$ cat config.mk
export PLATFORM = sky130hd
export DESIGN_NAME = pico_stim_driver_flat
export DESIGN_NICKNAME = d
export VERILOG_FILES = /design/src/rtl/pico_stim_driver_if.sv /design/src/rtl/pico_stim_driver.sv /design/src/flat_wrapper.sv
export SDC_FILE = /design/constraint.sdc
export NUM_CORES = 1
export LEC_CHECK = 0
export ABC_AREA = 1
export CORE_AREA = 3 3 89 133
export CTS_BUF_LIST = sky130_fd_sc_hd__clkbuf_8 sky130_fd_sc_hd__clkbuf_16
export CTS_CLUSTER_SIZE = 20
export DETAILED_ROUTE_END_ITERATION = 16
export DIE_AREA = 0 0 92 136
export PLACE_DENSITY = 0.49
export SETUP_SLACK_MARGIN = 0.5
export SYNTH_ARGS = -nofsm -noshare
export SYNTH_HDL_FRONTEND = slang
export SYNTH_SLANG_ARGS = --single-unit
$ cat constraint.sdc
create_clock -name clk -period 1.61 [get_ports clk]
set_input_delay 0.322 -clock clk [delete_from_list [all_inputs] [get_ports clk]]
set_output_delay 0.322 -clock clk [all_outputs]
set_load 0.01 [all_outputs]
$ cat src/rtl/pico_stim_driver_if.sv
// Switch/LED bus to the picoMIPS core plus the expected-value ROM port.
// The master drives the operand and strobe; the slave returns result and ROM data.
interface pico_stim_if;
  logic [7:0] sw_data;
  logic       sw_strobe;
  logic [7:0] dut_result;
  logic [7:0] exp_addr;
  logic [7:0] exp_data;

  modport master (output sw_data, sw_strobe, exp_addr, input dut_result, exp_data);
  modport slave  (input sw_data, sw_strobe, exp_addr, output dut_result, exp_data);
endinterface

$ cat src/rtl/pico_stim_driver.sv
// On-board stimulus sequencer: steps an operand 0..LAST_VALUE through the core,
// compares each LED result with a ROM expectation, and keeps error statistics.
module pico_stim_driver #(
  parameter int SETUP_CYCLES  = 10,
  parameter int STROBE_CYCLES = 30,
  parameter int SETTLE_CYCLES = 5,
  parameter int LAST_VALUE    = 254
) (
  input  logic        clk,
  input  logic        n_reset,
  input  logic        start,
  pico_stim_if.master io,
  output logic        busy,
  output logic        done,
  output logic        pass,
  output logic [8:0]  err_count,
  output logic [7:0]  first_err_addr
);

  localparam int CW = 16;

  typedef enum logic [2:0] {
    ST_IDLE, ST_SETUP, ST_STROBE, ST_SETTLE, ST_CHECK, ST_DONE
  } state_t;

  state_t          state, state_nxt;
  logic [CW-1:0]   cnt, cnt_load;
  logic [7:0]      operand;
  logic            strobe_q;
  logic            start_run;
  logic            is_last;
  logic            mismatch;

  assign start_run = start && (state == ST_IDLE || state == ST_DONE);
  assign is_last   = (operand == 8'(LAST_VALUE));
  assign mismatch  = (io.dut_result != io.exp_data);

  assign io.sw_data   = operand;
  assign io.exp_addr  = operand;
  assign io.sw_strobe = strobe_q;

  // One shared down-counter; each timed state loads its own length on entry.
  always_comb begin
    cnt_load = '0;
    case (state_nxt)
      ST_SETUP:  cnt_load = CW'(SETUP_CYCLES - 1);
      ST_STROBE: cnt_load = CW'(STROBE_CYCLES - 1);
      ST_SETTLE: cnt_load = CW'(SETTLE_CYCLES - 1);
      default:   cnt_load = '0;
    endcase
  end

  always_ff @(posedge clk or negedge n_reset) begin
    if (!n_reset) begin
      state          <= ST_IDLE;
      cnt            <= '0;
      operand        <= '0;
      strobe_q       <= 1'b0;
      err_count      <= '0;
      first_err_addr <= '0;
    end else begin
      state    <= state_nxt;
      // Strobe is a flop fed from the next state, so it never glitches.
      strobe_q <= (state_nxt == ST_STROBE);
      if (state_nxt != state)
        cnt <= cnt_load;
      else if (cnt != '0)
        cnt <= cnt - 1'b1;

      if (start_run) begin
        operand        <= '0;
        err_count      <= '0;
        first_err_addr <= '0;
      end else if (state == ST_CHECK) begin
        if (mismatch) begin
          if (err_count != 9'h1FF) err_count <= err_count + 9'd1;
          if (err_count == 9'd0)   first_err_addr <= operand;
        end
        // Hold on the last operand so LAST_VALUE=255 never wraps.
        if (!is_last) operand <= operand + 8'd1;
      end
    end
  end

  always_comb begin
    state_nxt = state;
    case (state)
      ST_IDLE, ST_DONE: if (start) state_nxt = ST_SETUP;
      ST_SETUP:         if (cnt == '0) state_nxt = ST_STROBE;
      ST_STROBE:        if (cnt == '0) state_nxt = ST_SETTLE;
      ST_SETTLE:        if (cnt == '0) state_nxt = ST_CHECK;
      ST_CHECK:         state_nxt = is_last ? ST_DONE : ST_SETUP;
      default:          state_nxt = ST_IDLE;
    endcase
  end

  always_comb begin
    busy = 1'b0;
    done = 1'b0;
    pass = 1'b0;
    case (state)
      ST_SETUP, ST_STROBE, ST_SETTLE, ST_CHECK: busy = 1'b1;
      ST_DONE: begin
        done = 1'b1;
        pass = (err_count == 9'd0);
      end
      default: ;
    endcase
  end

endmodule

$ cat src/flat_wrapper.sv
// flat-port wrapper written by rule: the top's interface ports become plain ports
module pico_stim_driver_flat 
#(
  parameter int SETUP_CYCLES  = 10,
  parameter int STROBE_CYCLES = 30,
  parameter int SETTLE_CYCLES = 5,
  parameter int LAST_VALUE    = 254
)
  (clk, n_reset, start, busy, done, pass, err_count, first_err_addr, io_sw_data, io_sw_strobe, io_exp_addr, io_dut_result, io_exp_data);
  pico_stim_if io_i ();
  input  logic clk;
  input  logic n_reset;
  input  logic start;
  output logic busy;
  output logic done;
  output logic pass;
  output logic [8:0] err_count;
  output logic [7:0] first_err_addr;
  output wire logic [$bits(io_i.sw_data)-1:0] io_sw_data;
  output wire logic [$bits(io_i.sw_strobe)-1:0] io_sw_strobe;
  output wire logic [$bits(io_i.exp_addr)-1:0] io_exp_addr;
  input wire logic [$bits(io_i.dut_result)-1:0] io_dut_result;
  input wire logic [$bits(io_i.exp_data)-1:0] io_exp_data;
  assign io_sw_data = io_i.sw_data;
  assign io_sw_strobe = io_i.sw_strobe;
  assign io_exp_addr = io_i.exp_addr;
  assign io_i.dut_result = io_dut_result;
  assign io_i.exp_data = io_exp_data;
  pico_stim_driver #(.SETUP_CYCLES(SETUP_CYCLES), .STROBE_CYCLES(STROBE_CYCLES), .SETTLE_CYCLES(SETTLE_CYCLES), .LAST_VALUE(LAST_VALUE)) u_core (.clk(clk), .n_reset(n_reset), .start(start), .io(io_i), .busy(busy), .done(done), .pass(pass), .err_count(err_count), .first_err_addr(first_err_addr));
endmodule
Word level (Yosys, flattened, before mapping)

Index checks and enable logic that the tools add are counted.

Logic and storage cells: 61
Bits in latches: 0
Input bits: 19
ROM bits: 0
Bits in writable memories: 0
Register bits: 45
Memories kept: 0
Output and inout port bits: 37

Add/sub/neg operators: 3
Reduce and logical (&&, ||, !) cells: 16
Bitwise operators: 0
$mul: 0
Eq/ne operators: 13
$lt $le $gt $ge: 0
Shifts and indexed selects: 0
Div/mod/pow operators: 0
Mux-type cells: 23

Operators by type and width:

| cell                    | number |
|---|---|
| $mux W8                 | 7 |
| $mux W9                 | 4 |
| $mux W16                | 2 |
| $logic_not A16 Y1       | 1 |
| $reduce_bool A16 Y1     | 1 |
| $sub A16 B1 Y16 const B | 1 |
| $mux W3                 | 5 |
| $pmux W3 S5             | 1 |
| $pmux W5 S3             | 1 |
| $eq A3 B2 Y1 const B    | 4 |
| $reduce_bool A2 Y1      | 5 |
| $add A9 B1 Y9 const B   | 1 |
| $logic_not A9 Y1        | 1 |
| $ne A9 B9 Y1 const B    | 1 |
| $add A8 B1 Y8 const B   | 1 |
| $eq A8 B8 Y1 const B    | 1 |
| $ne A8 B8 Y1            | 1 |
| $eq A3 B1 Y1 const B    | 2 |
| $eq A3 B3 Y1 const B    | 2 |
| $reduce_and A3 Y1       | 2 |
| $reduce_or A4 Y1        | 1 |
| $logic_not A3 Y1        | 1 |
| $mux W1                 | 3 |
| $ne A3 B3 Y1            | 1 |
| 5 further kinds         | 5 |

Longest topological paths before layout

Gate-level depths: netlist (run 1).

Depth after elaboration: 6
Depth in mapped cells: 16
Mapped depth without buffers: 16

Worst setup path after synthesis (run 1)

Ideal clock, no wire load.

Path kind: flip-flop to flip-flop
Start point: register u_core.err_count[1]
End point: register u_core.err_count[5]
Period minus slack after synthesis: 1873 ps
Required time: 1483 ps
Stages on the path, launching flop included: 13
Setup time: 127 ps
Path slack: -263 ps
Arrival: 1745 ps
Path buffers: 1
Cell sequence: dfrtp_1 -> ha_1 -> nand3_1 -> nor2_1 -> nand2_1 -> nor3b_1 -> ha_1 -> o21ai_0 -> nand2_1 -> inv_1 -> buf_2 -> nand2_1 -> o21ai_0

Word-level cells in the longest chain between the ends: 5
Elaborated cells on any way between the ends: 8
Classes of those cells: add/sub: 1; eq/ne: 1; mux: 4; reduce/logical: 2

RTL lines:

| element                | RTL line               | source |
|---|---|---|
| from (decl)            | pico_stim_driver.sv:16 | `output logic [8:0] err_count,` |
| from (signal assigned) | pico_stim_driver.sv:76 | `if (err_count != 9'h1FF) err_count <= err_count + 9'd1;` |
| $add A9 B1 Y9          | pico_stim_driver.sv:76 |  |
| $mux W9                | pico_stim_driver.sv:76 |  |
| $mux W9                | pico_stim_driver.sv:75 | `if (mismatch) begin` |
| $mux W9                | pico_stim_driver.sv:74 | `end else if (state == ST_CHECK) begin` |
| $mux W9                | pico_stim_driver.sv:70 | `if (start_run) begin` |

Parallel ways exist; a longest one is shown, timed or not. The select of a mux whose other input is x is not followed.
A chain may end at the register's enable or synchronous reset.

Worst setup path after layout (run 1)

Start point: register u_core.cnt[4]
End point: register u_core.cnt[12]

Word-level cells in the longest chain between the ends: 5
Elaborated cells on any way between the ends: 11
Classes of those cells: add/sub: 1; eq/ne: 1; mux: 6; reduce/logical: 3

RTL lines:

| element                                               | RTL line                                                               | source |
|---|---|---|
| from (decl)                                           | pico_stim_driver.sv:27                                                 | `logic [CW-1:0] cnt, cnt_load;` |
| from (signal assigned)                                | pico_stim_driver.sv:66                                                 | `cnt <= cnt_load;` |
| from (signal assigned)                                | pico_stim_driver.sv:68                                                 | `cnt <= cnt - 1'b1;` |
| $logic_not A16 Y1 (*)                                 | pico_stim_driver.sv:89, pico_stim_driver.sv:90, pico_stim_driver.sv:91 |  |
| $mux W3, on equally long branches                     | pico_stim_driver.sv:91, pico_stim_driver.sv:89, pico_stim_driver.sv:90 |  |
| $pmux W3 S5 (*)                                       | pico_stim_driver.sv:87                                                 | `case (state)` |
| via u_core.state_nxt[0]                               | pico_stim_driver.sv:26                                                 | `state_t state, state_nxt;` |
| $ne A3 B3 Y1 (*)                                      | pico_stim_driver.sv:65                                                 | `if (state_nxt != state)` |
| $mux W16 / $reduce_bool A2 Y1 (equally long branches) | --                                                                     |  |

The timed path passes the listed nets; every way through them passes the cells marked *. The select of a mux whose other input is x is not followed.

==> impl_results.md, run 1 <==
* CP most frequent cell: nand2_2
* Drt via density at 4.32
* Cell variety after synth at 30
* CTS tree: yes
* FMAX at around 570 MHz
* Vias at between 3,000 and 4,000
* Remaining global-route overflow at 0
* Antenna Violating Nets Remaining at 0
* Area delta synth->final at 106%
* Dpl hpwl at between 5000 and 6000 um
* Layout fillers at 1,005
* Longest Clk Path Bufs at 2
* Layout cells sized above 1 at 0.616
* Synthesized cell area at around 0.0026 mm^2
* Slew @ Worst Pin at about 0.33 ns
* Final Total Pwr at about 10 mW
* WHS at -0.00700 ns
* R2R depth at 13
* LEAKAGE at roughly 2.7 nW
* IO Pins at 56
* Post-DR wirelength/cell at about 13 um
* Total GRT Usage at 0.147
* FF+latch count, synth at 45
* Max incr delay on CP at between 0.3 and 0.4 ns
* Crit-path cells: nor2_2 -> nand2_2 -> nor2_4 -> nand2_2 -> nand2_2 -> nand3_2 -> nand2_2 -> nand2_2 -> nand2_2 -> nand2_4 -> nand2_8 -> buf_12 -> nor2_2
* Antenna violations before repair at 0
* Setup Crit Path Kind: reg2reg
* Port Buffers at 55
* Post-synth EDFFs at 0
* RSZ-0062 raised after global routing: true
* Slew HR at 0.781
* Max VDD drop at around 0.0012 V
* Final hold vios at 9
* Final Setup Violations at 40
* RR Endpoint: u_core.cnt[12]
* Initial Util at 0.247
* Crit end category: flop
* CP Launch Type: flop
* Clk_skew at between 0.006 and 0.007 ns
* Die Ht at about 140 um
* Global-route wire length before repair at ~15,000 um
* Crit path DAT at slightly below 2 ns
* NumNets Final at slightly below 600
* FF-to-FF Start: u_core.cnt[4]
* Worst skew pair latency at about 0.3 ns
* Cells after Synth at approximately 350
* Cell row count at 46
* Post-layout min period at about 1.7 ns
* CTS buffer count at 5
* Iteration-0 DRC count of the detailed router at about 110
* Synth Warn # at 0
* Status: finished with violations
* Ant diodes at 0
* H-tree Lvls at 2
* Clk sink count at 45
* Slowest CP cell: dfrtp_1
* Placed inst area at between 0.004 and 0.005 mm^2
* Avg Inst Size Synth at 7.58 um^2
* Synth Net Count at roughly 370
* Core area at between 0.01 and 0.015 mm^2
* Chip width at approximately 92 um
* Clock transition at path regs at about 0.070 ns
* Root buf cell: clkbuf_16
* DRC Markers at 0
* CP required at 1.79 ns
* Crit path max-delay family: simple AND/OR/NAND/NOR gates
* Ys async rst share at 1.00
* MaxCap Viol Count at 0
* Vias in the first global route at 3,185
* Top FF cell, synth: dfrtp_1
* Final instance area at ~0.0054 mm^2
* Failing checks: hold timing, setup timing
* Worst R2R Setup Slack at -0.13 ns
* Worst hold path type: in2async
* Drt first pass iters at 4
* Largest net degree at the start of global routing at 46
* Crit Path Max Fanout at 8
* Final period utilization at 1.08
* Power Density at approximately 1900 mW/mm^2
* Worst setup margin at -0.134 ns
* Critical path buffer and inverter count at 1
* Seq/Total Area, Yosys at 0.426
* CTS Hold Bufs at 0
* Drt total wl at around 9100 um
* RePlAce Congestion at slightly below 0.8
* Die ar. at between 0.01 and 0.015 mm^2
* Final Max Tran Viols at 0
[placed cells by master (no fill, tap or decap), drive strengths merged, types with 2 or more instances in the layout]
master         count
buf              196
nand2             83
nor2              48
inv               46
dfrtp             45
o21ai             28
nand3             24
xor2              16
clkdlybuf4s50     14
a21oi             11
nor3               6
ha                 6
nand4              5
xnor2              5
clkbuf             5
or2                5
nor4               4
dlymetal6s2s       3
nor3b              2
[through the flow]
stage	setup slack, ns	setup TNS, ns	utilization	std cells
after floorplan	-0.201	-3.34	-	349
after global placement	-0.349	-9.68	0.386	628
after detailed placement	-0.426	-10.96	0.386	628
after CTS	-0.125	-3.68	0.468	680
after global routing	-0.264	-8.60	0.509	701
final	-0.134	-3.64	0.509	701
[routing by layer]
metal / vias up / GRT usage / routed length (um)
li1: 1515 / - / -
met2: 56 / 0.286 / 5260
met3: 9 / 0.0299 / 332
met1: 1446 / 0.156 / 3310
met5: - / 0 / 0
met4: 0 / 0.0496 / 151
[worst register-to-register path, stage by stage (launching register included)]
cell and delay [ns]:
dfrtp_1 0.39, nor2_2 0.15, nand2_2 0.10, nor2_4 0.12, nand2_2 0.09, nand2_2 0.10, nand3_2 0.08, nand2_2 0.10
nand2_2 0.06, nand2_2 0.07, nand2_4 0.07, nand2_8 0.12, buf_12 0.15, nor2_2 0.04
[report_power, final]
part	internal [mW]	switching, mW
clock network	0.585	0.496
registers	1.55	0.304
logic	3.90	3.43
[cells in the mapped netlist (2+ instances only)]
master     n  area, um^2
dfrtp_1   45        1130
nor3b_1    2        15.0
nand4_1    5        31.3
xnor2_1    5        43.8
xor2_1    16         140
a21oi_1   10        50.1
or2_2      5        31.3
nand2_1   78         293
inv_2      5        18.8
nand2_2    3        18.8
clkbuf_1   3        11.3
buf_4      9        67.6
inv_1     39         146
nand3_1   24         120
o21ai_0   26         130
nor3_1     6        30.0
nor4_1     4        25.0
nand2_4    2        22.5
ha_1       6        75.1
nor2_1    46         173
[how the worst max path moves through the flow]
| stage | cells after the start | slack, ns | startpoint | endpoint |
|---|---|---|---|---|
| floorplan | 12 | -0.20 | u_core.err_count[1] | u_core.err_count[5] |
| global placement | 10 | -0.35 | io_exp_data[5] | u_core.err_count[1] |
| detailed placement | 10 | -0.43 | io_dut_result[4] | u_core.err_count[4] |
| CTS | 13 | -0.13 | u_core.cnt[5] | u_core.cnt[12] |
| global route | 13 | -0.26 | u_core.cnt[4] | u_core.cnt[12] |
| finish | 13 | -0.13 | u_core.cnt[4] | u_core.cnt[12] |
[cell families after synthesis]
kind of cell | share of synthesized area
and+or+nand+nor | 0.294
buffers and inverters | 0.0983
DFF | 0.426
AOI/OAI and AO/OA | 0.0846
xor gates and xnor gates | 0.0695
adders and majority gates | 0.0284
[flip-flops by register name, indices dropped and copies added, names as in the netlist]
signal and flops:
u_core.first_err_addr 8, u_core.cnt 16, u_core.state 3, u_core.io.exp_addr 8
u_core.io.sw_strobe 1, u_core.err_count 9
[what timing repair did]
item,4_1_cts,5_1_grt
resized for setup,302,71
setup buffers,43,21
cloned,1,0
endpoints found under the setup margin,82,82
pin swaps,37,25
[final cells by class]
cell class / count / area, um^2 / share of cell area
timing repair inverter: 1 / 11.3 / 0.00207
clock buffer: 5 / 125 / 0.0230
inverter: 44 / 183 / 0.0336
multi-input combinational: 246 / 1860 / 0.342
tap: 144 / 180 / 0.0331
timing repair buffer: 213 / 1930 / 0.354
sequential: 45 / 1130 / 0.208
clock inverter: 3 / 25.0 / 0.00460
No activity file was read; power rests on OpenSTA's default activity.
==> inputs of run 2 (changes only) <==
- CORE_AREA: 3 3 89 133 -> 3 3 123 96
- DIE_AREA: 0 0 92 136 -> 0 0 126 99
==> run 2 against run 1 <==
Sequential power is essentially flat. Clock power grew 10%. Clock-buffer cell count grew 1. Global-route usage shrank 1.3 points. Utilization grew 1.6 points. The run ends with setup timing left. Critical path type unchanged. Largest cell class unchanged. Combinational power grew 9.7%.
==> impl_results.md, run 2 (synthesized netlist as in run 1, its figures left out) <==
* Status: finished with violations
* Failing checks: setup timing
* Remaining global-route overflow at 0
* RR Endpoint: u_core.cnt[3]
* NumNets Final at just under 600
* Slew @ Worst Pin at roughly 0.44 ns
* Vias at roughly 3,000
* Post-layout min period at approximately 1.9 ns
* Layout cells sized above 1 at 0.623
* Root buf cell: clkbuf_16
* Clk_skew at about 0.0074 ns
* Antenna violations before repair at 0
* Crit path DAT at 2.05 ns
* Die Ht at just under 100 um
* CTS tree: yes
* MaxCap Viol Count at 0
* Most frequent cells in the layout: 95 x buf_4, 82 x buf_6, 44 x nand2_1
* Longest Clk Path Bufs at 2
* R2R depth at 12
* Crit path max-delay family: simple AND/OR/NAND/NOR gates
* Initial Util at 0.247
* Worst setup margin at -0.265 ns
* Dpl hpwl at 5500 um
* Total GRT Usage at 0.134
* Placed inst area at 0.00406 mm^2
* CP Launch Point: u_core.state[2]
* CP Launch Type: flop
* Chip width at 126 um
* Core area at 0.0107 mm^2
* Critical path buffer and inverter count at 5
* Most common cell after layout, fill and taps aside: buf_4
* FF-to-FF Start: u_core.state[2]
* Post-Place Setup Slack at -0.323 ns
* Max incr delay on CP at around 0.46 ns
* Max reg flops at 16
* Setup Crit Path Kind: reg2reg
* Worst skew pair latency at around 0.29 ns
* Clock transition at path regs at 0.06 ns
* Area delta synth->final at 113%
* H-tree Lvls at 2
* Slew HR at 0.710
* Crit-path cells: inv_2 -> nor2_4 -> buf_6 -> buf_6 -> buf_6 -> nor2_4 -> nand3_2 -> nand2_4 -> nand2_8 -> buf_4 -> nand2_2 -> a21oi_2
* RSZ-0062 raised after global routing: true
* LEAKAGE at between 2 and 3 nW
* Drt first pass iters at 4
* Worst R2R Setup Slack at -0.27 ns
* Clk sink count at 45
* Final period utilization at 1.16
* CP most frequent cell: buf_6
* Iteration-0 DRC count of the detailed router at just under 90
* Final hold vios at 0
* Post-DR wirelength/cell at ~13 um
* Global-route wire length before repair at approximately 14,000 um
* Slowest CP cell: dfrtp_1
* DRC Markers at 0
* Register bank with the most flops: u_core.cnt
* Antenna Violating Nets Remaining at 0
* Worst hold path type: in2async
* Final instance area at between 0.005 and 0.006 mm^2
* Final Max Tran Viols at 0
* Power Internal at roughly 6.7 mW
* Largest net degree at the start of global routing at 24
* Crit end category: flop
* Drt total wl at around 8700 um
* Layout fillers at 988
* Port Buffers at 55
* Clock share of power at 0.107
* FMAX at between 500 and 600 MHz
* Power Density at approximately 2000 mW/mm^2
* Net Sw Frac at 0.400
* Number of cells on the critical path at 12
* Util after Layout at 0.525
* Die ar. at 0.0125 mm^2
* Final Setup Violations at 39
* IO Pins at 56
* Flop pwr share at 0.169
* Vias in the first global route at ~2,900
* CTS buffer count at 5
* Drt via density at 4.30
* Final Total Pwr at roughly 11 mW
* Cell row count at 33
* Crit Path Max Fanout at 6
* RePlAce Congestion at 0.785
* CP required at 1.78 ns
* Psw at roughly 4.5 mW
* Biggest regs: u_core.cnt: 16 flops, u_core.err_count: 9 flops
* Ant diodes at 0
* Combinational Power Share at 0.724
* Max VDD drop at 0.000892 V
-- run 2: cell types whose count changed in the layout (fill, tap and decap cells not counted), sizes merged --
cell and delta:
dlymetal6s2s -3, dlygate4sd3 +1, clkinvlp -1, bufinv +1
buf -3, clkbuf +2, clkinv -1, clkdlybuf4s50 +3
inv -1
-- run 2: how the worst max path moves through the flow --
stage / end
2_1_floorplan: u_core.err_count[5]
3_3_place_gp: u_core.err_count[4]
3_5_place_dp: u_core.err_count[2]
4_1_cts: u_core.cnt[6]
5_1_grt: u_core.cnt[1]
6_report: u_core.cnt[3]
-- run 2: what timing repair did --
| action | 4_1_cts | 5_1_grt |
|---|---|---|
| hold endpoints to repair | 13 | 0 |
| resized for setup | 286 | 114 |
| cloned | 1 | 1 |
| hold buffers | 1 | 0 |
| endpoints found under the setup margin | 82 | 82 |
| pin swaps | 24 | 33 |
| setup buffers | 43 | 26 |
-- run 2: layout make-up --
cell class / count / area, um^2 / share of cell area
Clock inverter: 2 / 33.8 / 0.00600
Sequential cell: 45 / 1130 / 0.201
Inverter: 44 / 178 / 0.0315
Tap cell: 140 / 175 / 0.0311
Multi-Input combinational cell: 246 / 1950 / 0.346
Clock buffer: 6 / 139 / 0.0247
Timing Repair Buffer: 212 / 2030 / 0.360
-- run 2: routing by layer --
metal,track usage,routed length [um],vias to the layer above
li1,-,-,1512
met1,0.188,4200,1422
met2,0.217,4160,46
met3,0.0320,293,6
met4,0.0198,71,0
met5,0,0,-
-- run 2: metrics by stage --
| step | TNS [ns] | instances | hold slack (ns) |
|---|---|---|---|
| final | -6.30 | 695 | 0.504 |
| after global routing | -10.15 | 695 | 0.530 |
| after CTS | -6.30 | 668 | 0.489 |
| after detailed placement | -9.58 | 615 | 0.276 |
| after global placement | -8.13 | 615 | 0.280 |
| after floorplan | -3.34 | 349 | 0.0264 |
-- run 2: power by group through the flow --
stage / Combinational, mW / Sequential, mW / Clock, mW
2_1_floorplan: 2.27 / 2.01 / 0
3_3_place_gp: 4.73 / 1.82 / 0
3_5_place_dp: 4.75 / 1.83 / 0
4_1_cts: 6.67 / 1.84 / 1.24
5_1_grt: 8.67 / 1.93 / 1.28
6_report: 8.04 / 1.87 / 1.19
==> inputs of run 3 (changes only) <==
- CTS_CLUSTER_SIZE: 20 -> 30
- PLACE_DENSITY: 0.49 -> 0.55
==> run 3 against run 2 <==
The flow finishes with violations (hold timing, setup timing). Via count rose by 2.0%. Combinational power fell by 4.0%. Non-clock buffer count fell by 4. Critical path depth did not move. Highest routed layer unchanged. Critical path type unchanged. Clock-buffer cell count fell by 1. Worst hold slack got worse by 0.52 ns. Largest cell class is now multi-input gates. Flip-flop and latch count did not move. Critical endpoint is now u_core.cnt[0]. Clock power barely moved. Clock skew rose by 0.0015 ns. Worst setup slack improved by 0.067 ns. Cell area fell by 1.6%.
==> impl_results.md, run 3 (synthesized netlist as in run 1, its figures left out) <==
* Flop pwr share at 0.174
* NumNets Final at 577
* WHS at -0.0158 ns
* Vias at just over 3,000
* Drt via density at roughly 4.4
* Layout fillers at approximately 960
* Dpl hpwl at roughly 5600 um
* Antenna violations before repair at 0
* Combinational Power Share at 0.714
* RSZ-0062 raised after global routing: true
* Busiest layer in global routing: met2
* Die ar. at between 0.01 and 0.015 mm^2
* CP Launch Point: u_core.cnt[8]
* Vias in the first global route at between 3,000 and 4,000
* Status: finished with violations
* Non-filler cells, final at 693
* DRC Markers at 0
* FF-to-FF Start: u_core.cnt[8]
* Most frequent cells in the layout: 100 x buf_4, 76 x buf_6, 42 x nand2_1
* Final hold vios at 12
* Worst setup margin at -0.199 ns
* Total GRT Usage at 0.141
* Port Buffers at 55
* Drt total wl at a little over 9000 um
* Met3 usage at 0.0330
* Net Sw Frac at 0.412
* Power Density at a little under 2000 mW/mm^2
* Area taken by multi-input logic gates at ~0.0019 mm^2
* Initial Util at 0.247
* Worst R2R Setup Slack at -0.20 ns
* Biggest regs: u_core.cnt: 16 flops, u_core.err_count: 9 flops
* Post-DR wirelength/cell at approximately 13 um
* Final period utilization at 1.12
* Register bank with the most flops: u_core.cnt
* Chip width at 126 um
* Clk sink count at 45
* Crit Path Max Fanout at 4
* Remaining global-route overflow at 0
* CTS tree: yes
* Antenna Violating Nets Remaining at 0
* Global-route wire length before repair at 14,600 um
* Met2 usage at 0.239
* Area delta synth->final at 109%
* Inst Count DP at 616
* Clock share of power at 0.112
* Drt first pass iters at 4
* Cell row count at 33
* Worst hold path type: in2async
* Worst skew pair latency at ~0.3 ns
* Most common cell after layout, fill and taps aside: buf_4
* Slew @ Worst Pin at 0.358 ns
* Clock transition at path regs at approximately 0.07 ns
* Core area at around 0.011 mm^2
* Clk_skew at 0.00893 ns
* Setup Crit Path Kind: reg2reg
* Crit end category: flop
* Post-layout min period at ~1.8 ns
* Largest net degree at the start of global routing at 46
* R2R depth at 12
* Longest Clk Path Bufs at 2
* LEAKAGE at between 2 and 3 nW
* Met1 GRT Util at 0.188
* RR Endpoint: u_core.cnt[0]
* MaxCap Viol Count at 0
* Power Internal at 6.35 mW
* Ant diodes at 0
* IO Pins at 56
* Final Setup Violations at just over 40
* CP required at between 1.5 and 2 ns
* Max VDD drop at 0.000781 V
* Crit path DAT at around 2 ns
* Slew HR at 0.759
* CTS buffer count at 5
* Failing checks: hold timing, setup timing
* RePlAce Congestion at 0.805
* Layout cells sized above 1 at 0.635
* CP Launch Type: flop
* Root buf cell: clkbuf_16
* H-tree Lvls at 2
* Psw at roughly 4.5 mW
* Max reg flops at 16
* CTS Hold Bufs at 0
* Total area of sequential cells at about 0.0011 mm^2
* FMAX at between 500 and 600 MHz
* Die Ht at roughly 99 um
* Setup TNS at -6.22 ns
* Iteration-0 DRC count of the detailed router at 95
* Final Max Tran Viols at 0
## run 3: changes by cell type in the layout (fill, tap and decap cells not counted), sizes merged
cell,before,now
buf,193,190
clkinv,0,1
clkbuf,7,6
nand2,83,84
clkinvlp,0,1
dlygate4sd3,1,0
## run 3: what timing repair did
item / 4_1_cts / 5_1_grt
resized for setup: 309 / 96
setup buffers: 51 / 15
pin swaps: 47 / 36
endpoints found under the setup margin: 82 / 82
gates cloned: 1 / 2
## run 3: cell type report
cell class,instances,share of cell area
Clock inverter,3,0.00835
Multi-Input combinational cell,247,0.350
Timing Repair Buffer,208,0.349
Inverter,44,0.0334
Clock buffer,5,0.0226
Tap cell,140,0.0316
Timing Repair inverter,1,0.00158
Sequential cell,45,0.204
## run 3: worst max-delay path, stage by stage, from the launching register on
cell and delay (ns):
dfrtp_1 0.39, nor2_2 0.15, nand2_2 0.10, nor2_4 0.15
nand2_4 0.09, o21ai_4 0.16, nand2_4 0.09, buf_4 0.14
buf_4 0.13, nand3_4 0.09, nand2_2 0.06, nand2_2 0.07
o21ai_2 0.06
## run 3: power by group through the flow
stage                     clock (mW)  combinational [mW]  sequential, mW
after floorplan                    0                2.27            2.01
after global placement             0                4.77            1.81
after detailed placement           0                4.86            1.82
after CTS                       1.24                6.64            1.84
after global routing            1.28                8.32            1.94
final                           1.21                7.72            1.89
## run 3: worst max-delay path by stage
stage                     endpoint  cells past startpoint
5_1_grt              u_core.cnt[2]                     13
3_3_place_gp   u_core.err_count[4]                     10
3_5_place_dp         u_core.cnt[2]                     11
2_1_floorplan  u_core.err_count[5]                     12
6_report             u_core.cnt[0]                     12
4_1_cts              u_core.cnt[8]                     13
## run 3: stage by stage
| stage | worst slack (ns) | cell area, um^2 | util | hold WS (ns) | total power [mW] |
|---|---|---|---|---|---|
| floorplan | -0.201 | 2770 | - | 0.0264 | 4.28 |
| global placement | -0.258 | 4070 | 0.379 | 0.328 | 6.58 |
| detailed placement | -0.312 | 4070 | 0.379 | 0.332 | 6.68 |
| CTS | -0.196 | 5050 | 0.470 | 0.00833 | 9.72 |
| global route | -0.300 | 5540 | 0.516 | 0.0133 | 11.5 |
| finish | -0.199 | 5540 | 0.516 | -0.0158 | 10.8 |
## run 3: per-layer routing
layer | wire length [um] | part of all wire
met3 | 305 | 0.033
met1 | 4250 | 0.46
met2 | 4630 | 0.50
met5 | 0 | 0
met4 | 92 | 0.0099
